## src/rtl/alu_pipe.sv

```systemverilog
// alu_pipe: handshaked ALU with a registered result/flag stage and a persistent carry for ADC/SBB.
// Define ALU_PIPE_MUL_EN to build the iterative shift-add multiplier behind opcode 4.
module alu_pipe #(
    parameter int WIDTH = 32,
    parameter int CNT_W = $clog2(WIDTH + 1)
) (
    input  logic             clk,
    input  logic             rst,
    input  logic             in_valid,
    output logic             in_ready,
    input  logic [4:0]       opcode,
    input  logic [WIDTH-1:0] a,
    input  logic [WIDTH-1:0] b,
    output logic             out_valid,
    input  logic             out_ready,
    output logic [WIDTH-1:0] out,
    output logic             out_carry,
    output logic             out_zero,
    output logic             out_ovf,
    output logic             out_err
);
    localparam logic [4:0] OP_ADD  = 5'd0;
    localparam logic [4:0] OP_ADC  = 5'd1;
    localparam logic [4:0] OP_SUB  = 5'd2;
    localparam logic [4:0] OP_SBB  = 5'd3;
    localparam logic [4:0] OP_AND  = 5'd8;
    localparam logic [4:0] OP_OR   = 5'd9;
    localparam logic [4:0] OP_XOR  = 5'd10;
    localparam logic [4:0] OP_NAND = 5'd11;
    localparam logic [4:0] OP_NOR  = 5'd12;
    localparam logic [4:0] OP_XNOR = 5'd13;
    localparam logic [4:0] OP_NOT  = 5'd14;
    localparam logic [4:0] OP_NEG  = 5'd15;
    localparam logic [WIDTH-1:0] SMIN = {1'b1, {(WIDTH-1){1'b0}}};

    if (WIDTH < 4 || CNT_W != $clog2(WIDTH + 1)) begin : g_param_check
        $error("alu_pipe: WIDTH must be >= 4 and CNT_W must stay derived from WIDTH");
    end

    logic             c_q;
    logic             busy;
    logic             accept;
    logic             is_mul;
    logic [WIDTH-1:0] opa;
    logic [WIDTH-1:0] opb;
    logic             cin;
    logic [WIDTH:0]   sum;
    logic [WIDTH-1:0] res;
    logic             res_c;
    logic             res_ovf;
    logic             res_err;
    logic             upd_c;

`ifdef ALU_PIPE_MUL_EN
    localparam logic [4:0] OP_MUL = 5'd4;
    localparam logic [0:0] S_IDLE = 1'b0;
    localparam logic [0:0] S_MUL  = 1'b1;

    logic [0:0]       state;
    logic [CNT_W-1:0] cnt;
    logic [WIDTH-1:0] mcand;
    logic [WIDTH-1:0] mplier;
    logic [WIDTH-1:0] acc;
    logic [WIDTH-1:0] acc_nxt;
    logic             mul_done;

    assign busy     = (state == S_MUL);
    assign acc_nxt  = mplier[0] ? acc + mcand : acc;
    assign mul_done = busy && (cnt == CNT_W'(WIDTH - 1));
`else
    assign busy = 1'b0;
`endif

    assign in_ready = !busy && (!out_valid || out_ready);
    assign accept   = in_valid && in_ready;

    // Subtraction and negation share the single adder through operand inversion.
    always_comb begin
        opa = a;
        opb = b;
        cin = 1'b0;
        case (opcode)
            OP_ADC: cin = c_q;
            OP_SUB: begin opb = ~b; cin = 1'b1; end
            OP_SBB: begin opb = ~b; cin = c_q; end
            OP_NEG: begin opa = ~a; opb = '0; cin = 1'b1; end
            default: ;
        endcase
    end

    assign sum = {1'b0, opa} + {1'b0, opb} + {{WIDTH{1'b0}}, cin};

    always_comb begin
        res     = '0;
        res_c   = c_q;
        res_ovf = 1'b0;
        res_err = 1'b0;
        upd_c   = 1'b0;
        is_mul  = 1'b0;
        case (opcode)
            OP_ADD, OP_ADC, OP_SUB, OP_SBB: begin
                res     = sum[WIDTH-1:0];
                res_c   = sum[WIDTH];
                upd_c   = 1'b1;
                res_ovf = (opa[WIDTH-1] == opb[WIDTH-1]) && (sum[WIDTH-1] != opa[WIDTH-1]);
            end
            OP_NEG: begin
                res     = sum[WIDTH-1:0];
                res_c   = sum[WIDTH];
                upd_c   = 1'b1;
                res_ovf = (a == SMIN);
            end
            OP_AND:  res = a & b;
            OP_OR:   res = a | b;
            OP_XOR:  res = a ^ b;
            OP_NAND: res = ~(a & b);
            OP_NOR:  res = ~(a | b);
            OP_XNOR: res = ~(a ^ b);
            OP_NOT:  res = ~a;
`ifdef ALU_PIPE_MUL_EN
            OP_MUL:  is_mul = 1'b1;
`endif
            default: res_err = 1'b1;
        endcase
    end

    // Result register stage: single-cycle ops land here one edge after acceptance.
    always_ff @(posedge clk) begin
        if (rst) begin
            out_valid <= 1'b0;
            out       <= '0;
            out_carry <= 1'b0;
            out_zero  <= 1'b0;
            out_ovf   <= 1'b0;
            out_err   <= 1'b0;
            c_q       <= 1'b0;
        end else if (accept && !is_mul) begin
            out_valid <= 1'b1;
            out       <= res;
            out_carry <= res_c;
            out_zero  <= (res == '0);
            out_ovf   <= res_ovf;
            out_err   <= res_err;
            if (upd_c) begin
                c_q <= res_c;
            end
`ifdef ALU_PIPE_MUL_EN
        end else if (mul_done) begin
            out_valid <= 1'b1;
            out       <= acc_nxt;
            out_carry <= c_q;
            out_zero  <= (acc_nxt == '0);
            out_ovf   <= 1'b0;
            out_err   <= 1'b0;
`endif
        end else if (out_ready) begin
            out_valid <= 1'b0;
        end
    end

`ifdef ALU_PIPE_MUL_EN
    always_ff @(posedge clk) begin
        if (rst) begin
            state <= S_IDLE;
            cnt   <= '0;
        end else if (state == S_IDLE) begin
            if (accept && is_mul) begin
                state <= S_MUL;
                cnt   <= '0;
            end
        end else begin
            cnt <= cnt + CNT_W'(1);
            if (mul_done) begin
                state <= S_IDLE;
            end
        end
    end

    // Multiplier datapath: one shift-add step per cycle while busy.
    always_ff @(posedge clk) begin
        if (accept && is_mul) begin
            mcand  <= a;
            mplier <= b;
            acc    <= '0;
        end else if (busy) begin
            acc    <= acc_nxt;
            mcand  <= mcand << 1;
            mplier <= mplier >> 1;
        end
    end
`endif

endmodule

```

## config.mk

```make
export PLATFORM = sky130hd
export DESIGN_NAME = alu_pipe
export DESIGN_NICKNAME = d
export VERILOG_FILES = /design/src/rtl/alu_pipe.sv
export SDC_FILE = /design/constraint.sdc
export NUM_CORES = 1
export LEC_CHECK = 0
export BUFFER_PORTS_ARGS = -buffer_cell sky130_fd_sc_hd__buf_2
export CAP_MARGIN = 20
export CORE_AREA = 2 2 88 154
export DETAILED_ROUTE_END_ITERATION = 7
export DIE_AREA = 0 0 90 156
export PLACE_DENSITY = 0.78
export SLEW_MARGIN = 20
export SYNTH_ARGS = -nofsm -noshare
export SYNTH_HDL_FRONTEND = slang
export SYNTH_SLANG_ARGS = --single-unit
```

## constraint.sdc

```tcl
create_clock -name clk -period 6.3 [get_ports clk]
set_clock_uncertainty 0.15 [all_clocks]
set_input_delay 1.26 -clock clk [delete_from_list [all_inputs] [get_ports clk]]
set_output_delay 1.26 -clock clk [all_outputs]
set_load 0.02 [all_outputs]
```

==> metrics.txt, run 1 <==
DR pass1 iterations 6; clock share of power between 20% and 30%; Worst-Skew Late Latency between 200 and 300 ps; Final #Nets 1224; most frequent cells in the layout buf_2, nand2_1, ha_1; CTS max path bufs 2; max-cap violation count 0; grt ovf 0; Startpoint Class input port; Synth Cell Area ~0.0067 sq mm; io pins roughly 110; Die X 90 microns; GPL Wtd Cong 1.03; fin crit period ~5800 ps; Syn. warnings 0; final WL 24500 microns; Net Switching around 0.49 mW; synth-to-layout area growth 13.0%; ANT nets after route 0; dominant cell type by area after synthesis ha_1; CTS buffer count 5; slew margin rel. 29.0%; final hold viol count 0; number of global-route vias before repair between 7k and 8k; Final WS setup between 500 and 600 ps; worst reg2reg setup slack between 2000 and 2500 ps; post-place instance area roughly 0.0074 sq mm; Tcrit/Tclk final between 90% and 100%; core box area 0.0128 sq mm; Slew @ Worst Pin between 1000 and 1500 ps; Antenna Diode Count 0; area occupied by registers around 760 sq um; routed vias about 7.8k; EDFF count, synth 0; drt wl/cell ~20 microns; commonest non-fill, non-tap cell in the layout buf_2; Post-DP HPWL roughly 19000 microns; Top FF cell, synth dfxtp_1; CP endpoint kind register; Clock Root Buffer clkbuf_16; DR DRC count 0; Distinct cells, synth slightly above 70; met2 Use GR between 60% and 70%; initial cell density of the core between 50% and 60%; maximum vdd drop between 0.1 and 0.15 mV; RSZ-0062 raised after global routing no; part of the Yosys area used for sequential elements between 10% and 20%; area occupied by multi-input gates roughly 0.0054 sq mm; first-pass GRT wire length roughly 39000 microns; Syn Nets 1144; largest net degree at the start of global routing 60; sw frac about two fifths; clk sink count 38; Hold Path Class register to register; logic gate share of total power between 50% and 60%; Cell Count, Final, Fillers Out around 1.2k; share of the synthesized area in the top cell type between 10% and 20%; Slew Limit Fails 0; layout cells sized above 1 ~16%; die height 156 microns; outcome completed; H-tree depth 2; Via-to-Cell Ratio 6.34; Port Buffers 110; total power divided by cell area roughly 160 mW/mm^2; worst hold slack around 310 ps; Area contributors post-synth ha_1, dfxtp_1, o21ai_0; TritonCTS clock tree yes; CP Max Fanout 10; cell count after synthesis between 900 and 1k; design area about 0.0075 sq mm; Setup Crit Path Kind input port to register; post-place setup slack 157 ps; Total GRT Usage between 30% and 40%; Rows 55; Placed Cells 1218; met1 GRT Util 37.4%; post-synthesis average cell area just under 7 sq um; #FFs+latches synth 38; FMAX roughly 0.17 GHz; Pleak approximately 3.5 nW; asr flop ratio synth 0%; met3 GRT Util 3.14%; Filler Cells Inserted between 1k and 1.5k; DR iter-0 viols between 500 and 600; initial antenna violation count 0; hold buffers post-CTS 0; Final setup viols 0; sequential power share approximately 23%; Required @ worst endpoint between 6000 and 7000 ps; die area between 0.01 and 0.015 sq mm; setup TNS 0 ps; Worst-path clk slew ~50 ps; post-CTS setup buffers 0; internal power roughly 0.68 mW; Data arrival, critical path between 5000 and 6000 ps; GRT Max-Usage Layer met2
## power groups by stage
stage | Combinational [mW] | Sequential, mW | Clock, mW
after floorplan | 0.385 | 0.296 | 0
after global placement | 0.592 | 0.276 | 0
after detailed placement | 0.598 | 0.276 | 0
after CTS | 0.601 | 0.271 | 0.286
after global routing | 0.674 | 0.273 | 0.297
final | 0.613 | 0.272 | 0.286
## worst max-delay path: stages
cell and delay [ps]:
buf_2 150, or2_1 280, or3b_2 510, and2_1 170, nand2_1 70, o21ai_0 120, fa_1 490, fa_1 500
a211oi_2 290, o21ai_1 210, xor2_1 180, a2111oi_0 450, buf_4 190, nand4_1 90, nor4_1 260, and4b_1 240
and4b_1 230, a41o_1 180
## metrics by stage
step / total power, mW / utilization, %
finish: 1.17 / 59.0
global route: 1.24 / 59.0
CTS: 1.16 / 58.9
detailed placement: 0.874 / 57.6
global placement: 0.868 / 57.6
floorplan: 0.680 / -
## cell families after synthesis
| family | share of synthesized area (%) |
|---|---|
| fa+ha+maj | 18.4 |
| compound gates | 31.0 |
| simple gates | 22.1 |
| buf+inv | 8.34 |
| mux | 1.41 |
| xor+xnor | 7.35 |
| flops | 11.4 |
## layout make-up
type	count	share of cell area [%]
tap	171	2.83
clock inverter	1	0.398
inverter	75	3.73
timing repair buffer	137	9.98
multi-input combinational	797	71.1
sequential	38	10.1
clock buffer	6	1.84
## flip-flops by register name, indices dropped and copies added (netlist names)
register and count:
c_q 1, out 32, out_carry 1, out_err 1
out_ovf 1, out_valid 1, out_zero 1
## path summary, 6_finish.rpt
kind                          startpoint  depth (start not counted)                      to
hold / removal    out_carry$_SDFFE_PP0P_                          2  out_carry$_SDFFE_PP0P_
hold reg to reg   out_carry$_SDFFE_PP0P_                          2  out_carry$_SDFFE_PP0P_
setup / recovery               opcode[3]                         18   out_zero$_SDFFE_PP0P_
setup reg to reg        c_q$_SDFFE_PP0P_                         15   out_zero$_SDFFE_PP0P_
## synth_stat cells, drive strengths merged (5+ instances only)
library cell	n
nor3b	5
o21a	5
xor2	8
or2	5
o21ai	99
dfxtp	38
nor2	91
a31oi	9
nand4	15
nand3	10
nand2	97
o221ai	7
o21bai	5
and3	9
inv	74
a21oi	81
ha	95
mux2i	6
xnor2	48
o22ai	19
buf	22
clkbuf	42
o211ai	18
nor3	25
or3	6
nor4	15
a211oi	43
## layer usage
metal  wire length (microns)  part of all wire (%)
met1                    9000                    37
met2                   12200                    50
met3                    1420                   5.8
met4                    1880                   7.7
met5                       0                     0
## timing repair
item | 4_1_cts | 5_1_grt
endpoints found under the hold margin | 0 | 0
gates resized for setup | 0 | 1
endpoints found under the setup margin | 0 | 1
Note: power is estimated with default switching activity, not from simulation.
==> run 2: changes to the inputs <==
MAX_ROUTING_LAYER = met4   (was default)
==> metrics.txt, run 2 (same netlist as run 1, synthesis figures left out) <==
Worst-path clk slew 50 ps (about the same); Biggest register out; CP endpoint kind register; CTS buffer count 5 (unchanged); met2 Use GR 64.2% (+2.0 points); Clock Root Buffer clkbuf_16; number of global-route vias before repair 7530 (+1.2%); TritonCTS clock tree yes; maximum vdd drop 0.134 mV (+23%); Total GRT Usage 35.5% (+1.2 points); Post-DP HPWL 19200 microns (+2.0%); Worst-Skew Late Latency 270 ps (about the same); drt wl/cell 20.3 microns (+1.4%); Final #Nets 1225 (+0.082%); DR iter-0 viols 573 (+13%); initial antenna violation count 0 (unchanged); grt ovf 0 (unchanged); clk sink count 38 (unchanged); final hold viol count 0 (unchanged); Data arrival, critical path 5960 ps (+100 ps); Required @ worst endpoint 6370 ps (about the same); most frequent cells in the layout buf_2, nand2_1, ha_1; slew margin rel. 32.8% (+3.8 points); Rows 55 (unchanged); Setup Crit Path Kind input port to register; Slew Limit Fails 0 (unchanged); Final setup viols 0 (unchanged); CP Max Fanout 31 (+21); die area 0.0140 sq mm (unchanged); synth-to-layout area growth 13.2% (about the same); design area 0.00755 sq mm (about the same); final WL 24900 microns (+1.5%); DR DRC count 0 (unchanged); DR pass1 iterations 5 (-1); Slew @ Worst Pin 1010 ps (-56.6 ps); GRT Max-Usage Layer met2; outcome completed; GPL Wtd Cong 1.05 (+2.3%); Antenna Diode Count 0 (unchanged); Tcrit/Tclk final 93.4% (+1.4 points); io pins 111 (unchanged); Via-to-Cell Ratio 6.30 (-0.62%); H-tree depth 2 (unchanged); met3 GRT Util 3.91% (+0.77 points); setup TNS 0 ps (unchanged); cts repair resizes 0 (unchanged); Pleak 3.52 nW (+0.12%); layout cells sized above 1 15.7% (+0.080 points); hold buffers post-CTS 0 (unchanged); total power divided by cell area 156 mW/mm^2 (+0.36%); post-CTS setup buffers 0 (unchanged); RSZ-0062 raised after global routing no; Hold Path Class register to register; core box area 0.0128 sq mm (unchanged); Port Buffers 110 (unchanged); fin crit period 5880 ps (+90.8 ps); ANT nets after route 0 (unchanged); largest net degree at the start of global routing 59 (-1.7%); met1 GRT Util 35.4% (-2.0 points); CTS max path bufs 2 (unchanged); Die X 90 microns (unchanged); post-place instance area 0.00738 sq mm (+0.10%); FMAX 0.170 GHz (-1.5%); routed vias 7724 (-0.54%); initial cell density of the core 52.2% (unchanged); Largest register FFs 32 (unchanged); first-pass GRT wire length 38700 microns (+0.41%); max-cap violation count 0 (unchanged); Startpoint Class input port; die height 156 microns (unchanged); commonest non-fill, non-tap cell in the layout buf_2
[run 2: through the flow]
| step | util [%] | worst slack, ps | instances | power [mW] | hold WS [ps] |
|---|---|---|---|---|---|
| finish | 59.0 | 417 | 1226 | 1.18 | 317 |
| global placement | 57.7 | 198 | 1219 | 0.872 | 303 |
| floorplan | - | 229 | 974 | 0.680 | 303 |
| global route | 59.0 | 163 | 1226 | 1.25 | 356 |
| CTS | 59.0 | 311 | 1226 | 1.16 | 320 |
| detailed placement | 57.7 | 123 | 1219 | 0.879 | 307 |
[run 2: worst paths after layout]
kind,start,end,slack [ps],cells past startpoint
max reg2reg,c_q$_SDFFE_PP0P_,c_q$_SDFFE_PP0P_,1900,15
min reg2reg,out_carry$_SDFFE_PP0P_,out_carry$_SDFFE_PP0P_,320,2
max,opcode[3],out_zero$_SDFFE_PP0P_,420,19
min,out_carry$_SDFFE_PP0P_,out_carry$_SDFFE_PP0P_,320,2
[run 2: power by group]
part | total (mW) | switching [mW] | internal (mW)
sequential | 0.271 | 0.0118 | 0.259
clock | 0.286 | 0.0911 | 0.195
combinational | 0.619 | 0.388 | 0.231
total | 1.18 | 0.491 | 0.686
[run 2: area by class of cell]
| type | instances | area (sq um) |
|---|---|---|
| well taps | 171 | 214 |
| multi-input cells | 797 | 5370 |
| inverters | 75 | 282 |
| flip-flops and latches | 38 | 761 |
| repair buffers | 138 | 761 |
| clock inverters | 1 | 30.0 |
| clock buffers | 6 | 139 |
| fillers | 1325 | 5250 |
[run 2: worst max-delay path, stage by stage]
cell      delay [ps]
buf_2            150
or2_1            290
or3b_2           500
and2_1           160
buf_4            260
nand2_1          120
o21ai_0          150
ha_1             350
a211oi_1         450
o21ai_0          350
nand3_1          180
o211ai_1         190
o21ai_1          330
buf_4            220
xnor2_1           70
a21oi_1          350
nand4_1          130
and4b_1          280
a41o_1           160
[run 2: routing by layer]
layer / share of wire (%) / vias up
met5: 0 / -
met4: 7.6 / 0
met3: 5.7 / 122
met2: 51 / 342
met1: 36 / 3560
li1: - / 3700
==> run 3: changes to the inputs <==
CORE_AREA = 2 2 91 158   (was 2 2 88 154)
DIE_AREA = 0 0 93 160   (was 0 0 90 156)
PLACE_DENSITY = 0.74   (was 0.78)
==> metrics.txt, run 3 (same netlist as run 1, synthesis figures left out) <==
outcome completed; final hold viol count 0 (unchanged); post-CTS setup buffers 0 (unchanged); Setup Crit Path Kind input port to register; total power divided by cell area 156 mW/mm^2 (+0.18%); maximum vdd drop 0.117 mV (-12%); CP endpoint kind register; hold endpoint out_carry$_SDFFE_PP0P_; layout cells sized above 1 15.6% (-0.17 points); hold buffers post-CTS 0 (unchanged); DR iter-0 viols 488 (-15%); Worst-path clk slew 60 ps (about the same); Core Util, Final 55.1% (-3.9 points); Largest register FFs 32 (unchanged); most frequent cells in the layout buf_2, nand2_1, ha_1; cells on worst reg2reg path 15 (unchanged); initial antenna violation count 0 (unchanged); H-tree depth 2 (unchanged); Rows 57 (+3.6%); drt wl/cell 20.0 microns (-1.3%); Final setup viols 0 (unchanged); Die X 93 microns (+3.3%); Final #Nets 1224 (-0.082%); ANT nets after route 0 (unchanged); reg2reg end out_zero$_SDFFE_PP0P_; slew margin rel. 25.6% (-7.2 points); Total GRT Usage 33.5% (-2.0 points); core box area 0.0137 sq mm (+7.0%); clk sink count 38 (unchanged); HP Start out_carry$_SDFFE_PP0P_; die area 0.0149 sq mm (+6.0%); Hold Path Class register to register; cts repair resizes 0 (unchanged); sum of buffers and inverters on the critical path 1 (-2); Slew Limit Fails 0 (unchanged); synth-to-layout area growth 13.1% (about the same); CP Max Fanout 5 (-84%); first-pass GRT wire length 38400 microns (-0.70%); R2R Path Start c_q$_SDFFE_PP0P_; routed vias 7651 (-0.95%); Port Buffers 110 (unchanged); CP max stage delay 500 ps (about the same); Data arrival, critical path 5920 ps (-40 ps); Antenna Diode Count 0 (unchanged); Worst-Skew Late Latency 280 ps (about the same); io pins 111 (unchanged); TritonCTS clock tree yes; CTS max path bufs 2 (unchanged); largest net degree at the start of global routing 59 (unchanged); Tcrit/Tclk final 92.8% (-0.59 points); number of global-route vias before repair 7369 (-2.1%); CTS buffer count 5 (unchanged); commonest non-fill, non-tap cell in the layout buf_2; Pleak 3.51 nW (-0.18%); die height 160 microns (+2.6%); grt ovf 0 (unchanged); FMAX 0.171 GHz (+0.64%); Slew @ Worst Pin 1120 ps (+109 ps); RSZ-0062 raised after global routing no; Biggest register out; DR DRC count 0 (unchanged); initial cell density of the core 48.8% (-3.4 points); final WL 24700 microns (-0.95%); CP Cell Sequence buf_2 -> or2_1 -> or3b_2 -> and2_1 -> nand2_1 -> o21ai_0 -> fa_1 -> fa_1 -> a211oi_1 -> o211ai_1 -> a211oi_2 -> a211oi_1 -> mux2i_1 -> nand2_1 -> a2111oi_0 -> nand4_1 -> and4b_1 -> a41o_1; fin crit period 5850 ps (-37.3 ps); Startpoint Class input port; DR pass1 iterations 7 (+2); max-cap violation count 0 (unchanged); worst reg2reg setup slack 1950 ps (+50 ps); Crit path max-delay family compound AO/OA/AOI/OAI gates; total chip power 1.18 mW (+0.11%); Clock Root Buffer clkbuf_16; setup TNS 0 ps (unchanged); Via-to-Cell Ratio 6.22 (-1.3%); Worst Hold Depth 2 (unchanged); Required @ worst endpoint 6370 ps (about the same); GPL Wtd Cong 1.01 (-3.9%); Post-DP HPWL 19100 microns (-0.78%); CP max stage cell or3b_2
==> run 3: cell types whose count changed in the layout (fill, tap and decap cells not counted), sizes merged <==
cell and delta:
buf -1
==> run 3: per-layer routing <==
layer,vias up,track usage [%],part of all wire [%]
met4,0,20.8,7.2
li1,3694,-,-
met2,312,58.1,51
met1,3544,35.9,37
met5,-,-,0
met3,101,3.21,5.1
==> run 3: worst max-delay path by stage <==
stage | startpoint | to | slack [ps] | cells after the start
CTS | opcode[2] | out_zero$_SDFFE_PP0P_ | 490 | 18
global route | opcode[2] | out_zero$_SDFFE_PP0P_ | 150 | 18
floorplan | opcode[0] | out_zero$_SDFFE_PP0P_ | 230 | 22
global placement | opcode[2] | out_zero$_SDFFE_PP0P_ | 290 | 18
detailed placement | opcode[2] | out_zero$_SDFFE_PP0P_ | 220 | 18
finish | opcode[2] | out_zero$_SDFFE_PP0P_ | 450 | 18
==> run 3: final cells by class <==
type                    instances  area [sq um]
clock buffers                   6           139
clock inverters                 1          30.0
fillers                      1416          6140
inverters                      75           282
multi-input cells             797          5360
flip-flops and latches         38           761
well taps                     177           221
repair buffers                137           753
==> run 3: worst reg2reg max path, stage by stage (launching register included) <==
cell and delay (ps):
dfxtp_1 340, mux2i_1 130, o21ai_0 80, nor2b_1 160
fa_1 490, fa_1 480, a211oi_1 400, o211ai_1 210
a211oi_2 440, a211oi_1 170, mux2i_1 210, nand2_1 70
a2111oi_0 370, nand4_1 140, and4b_1 290, a41o_1 170
==> run 3: metrics by stage <==
| stage | std cells | hold WS, ps | setup WS [ps] | area (sq um) |
|---|---|---|---|---|
| 6_report | 1231 | 316 | 454 | 7550 |
| 5_1_grt | 1231 | 342 | 149 | 7550 |
| 4_1_cts | 1231 | 318 | 488 | 7550 |
| 3_5_place_dp | 1224 | 311 | 218 | 7380 |
| 3_3_place_gp | 1224 | 312 | 287 | 7380 |
| 2_1_floorplan | 974 | 303 | 229 | 6680 |
==> run 3: power by group <==
group	total (mW)	switching, mW	internal [mW]
Combinational	0.619	0.386	0.233
Clock	0.288	0.0932	0.195
Sequential	0.271	0.0115	0.259
Total	1.18	0.491	0.687
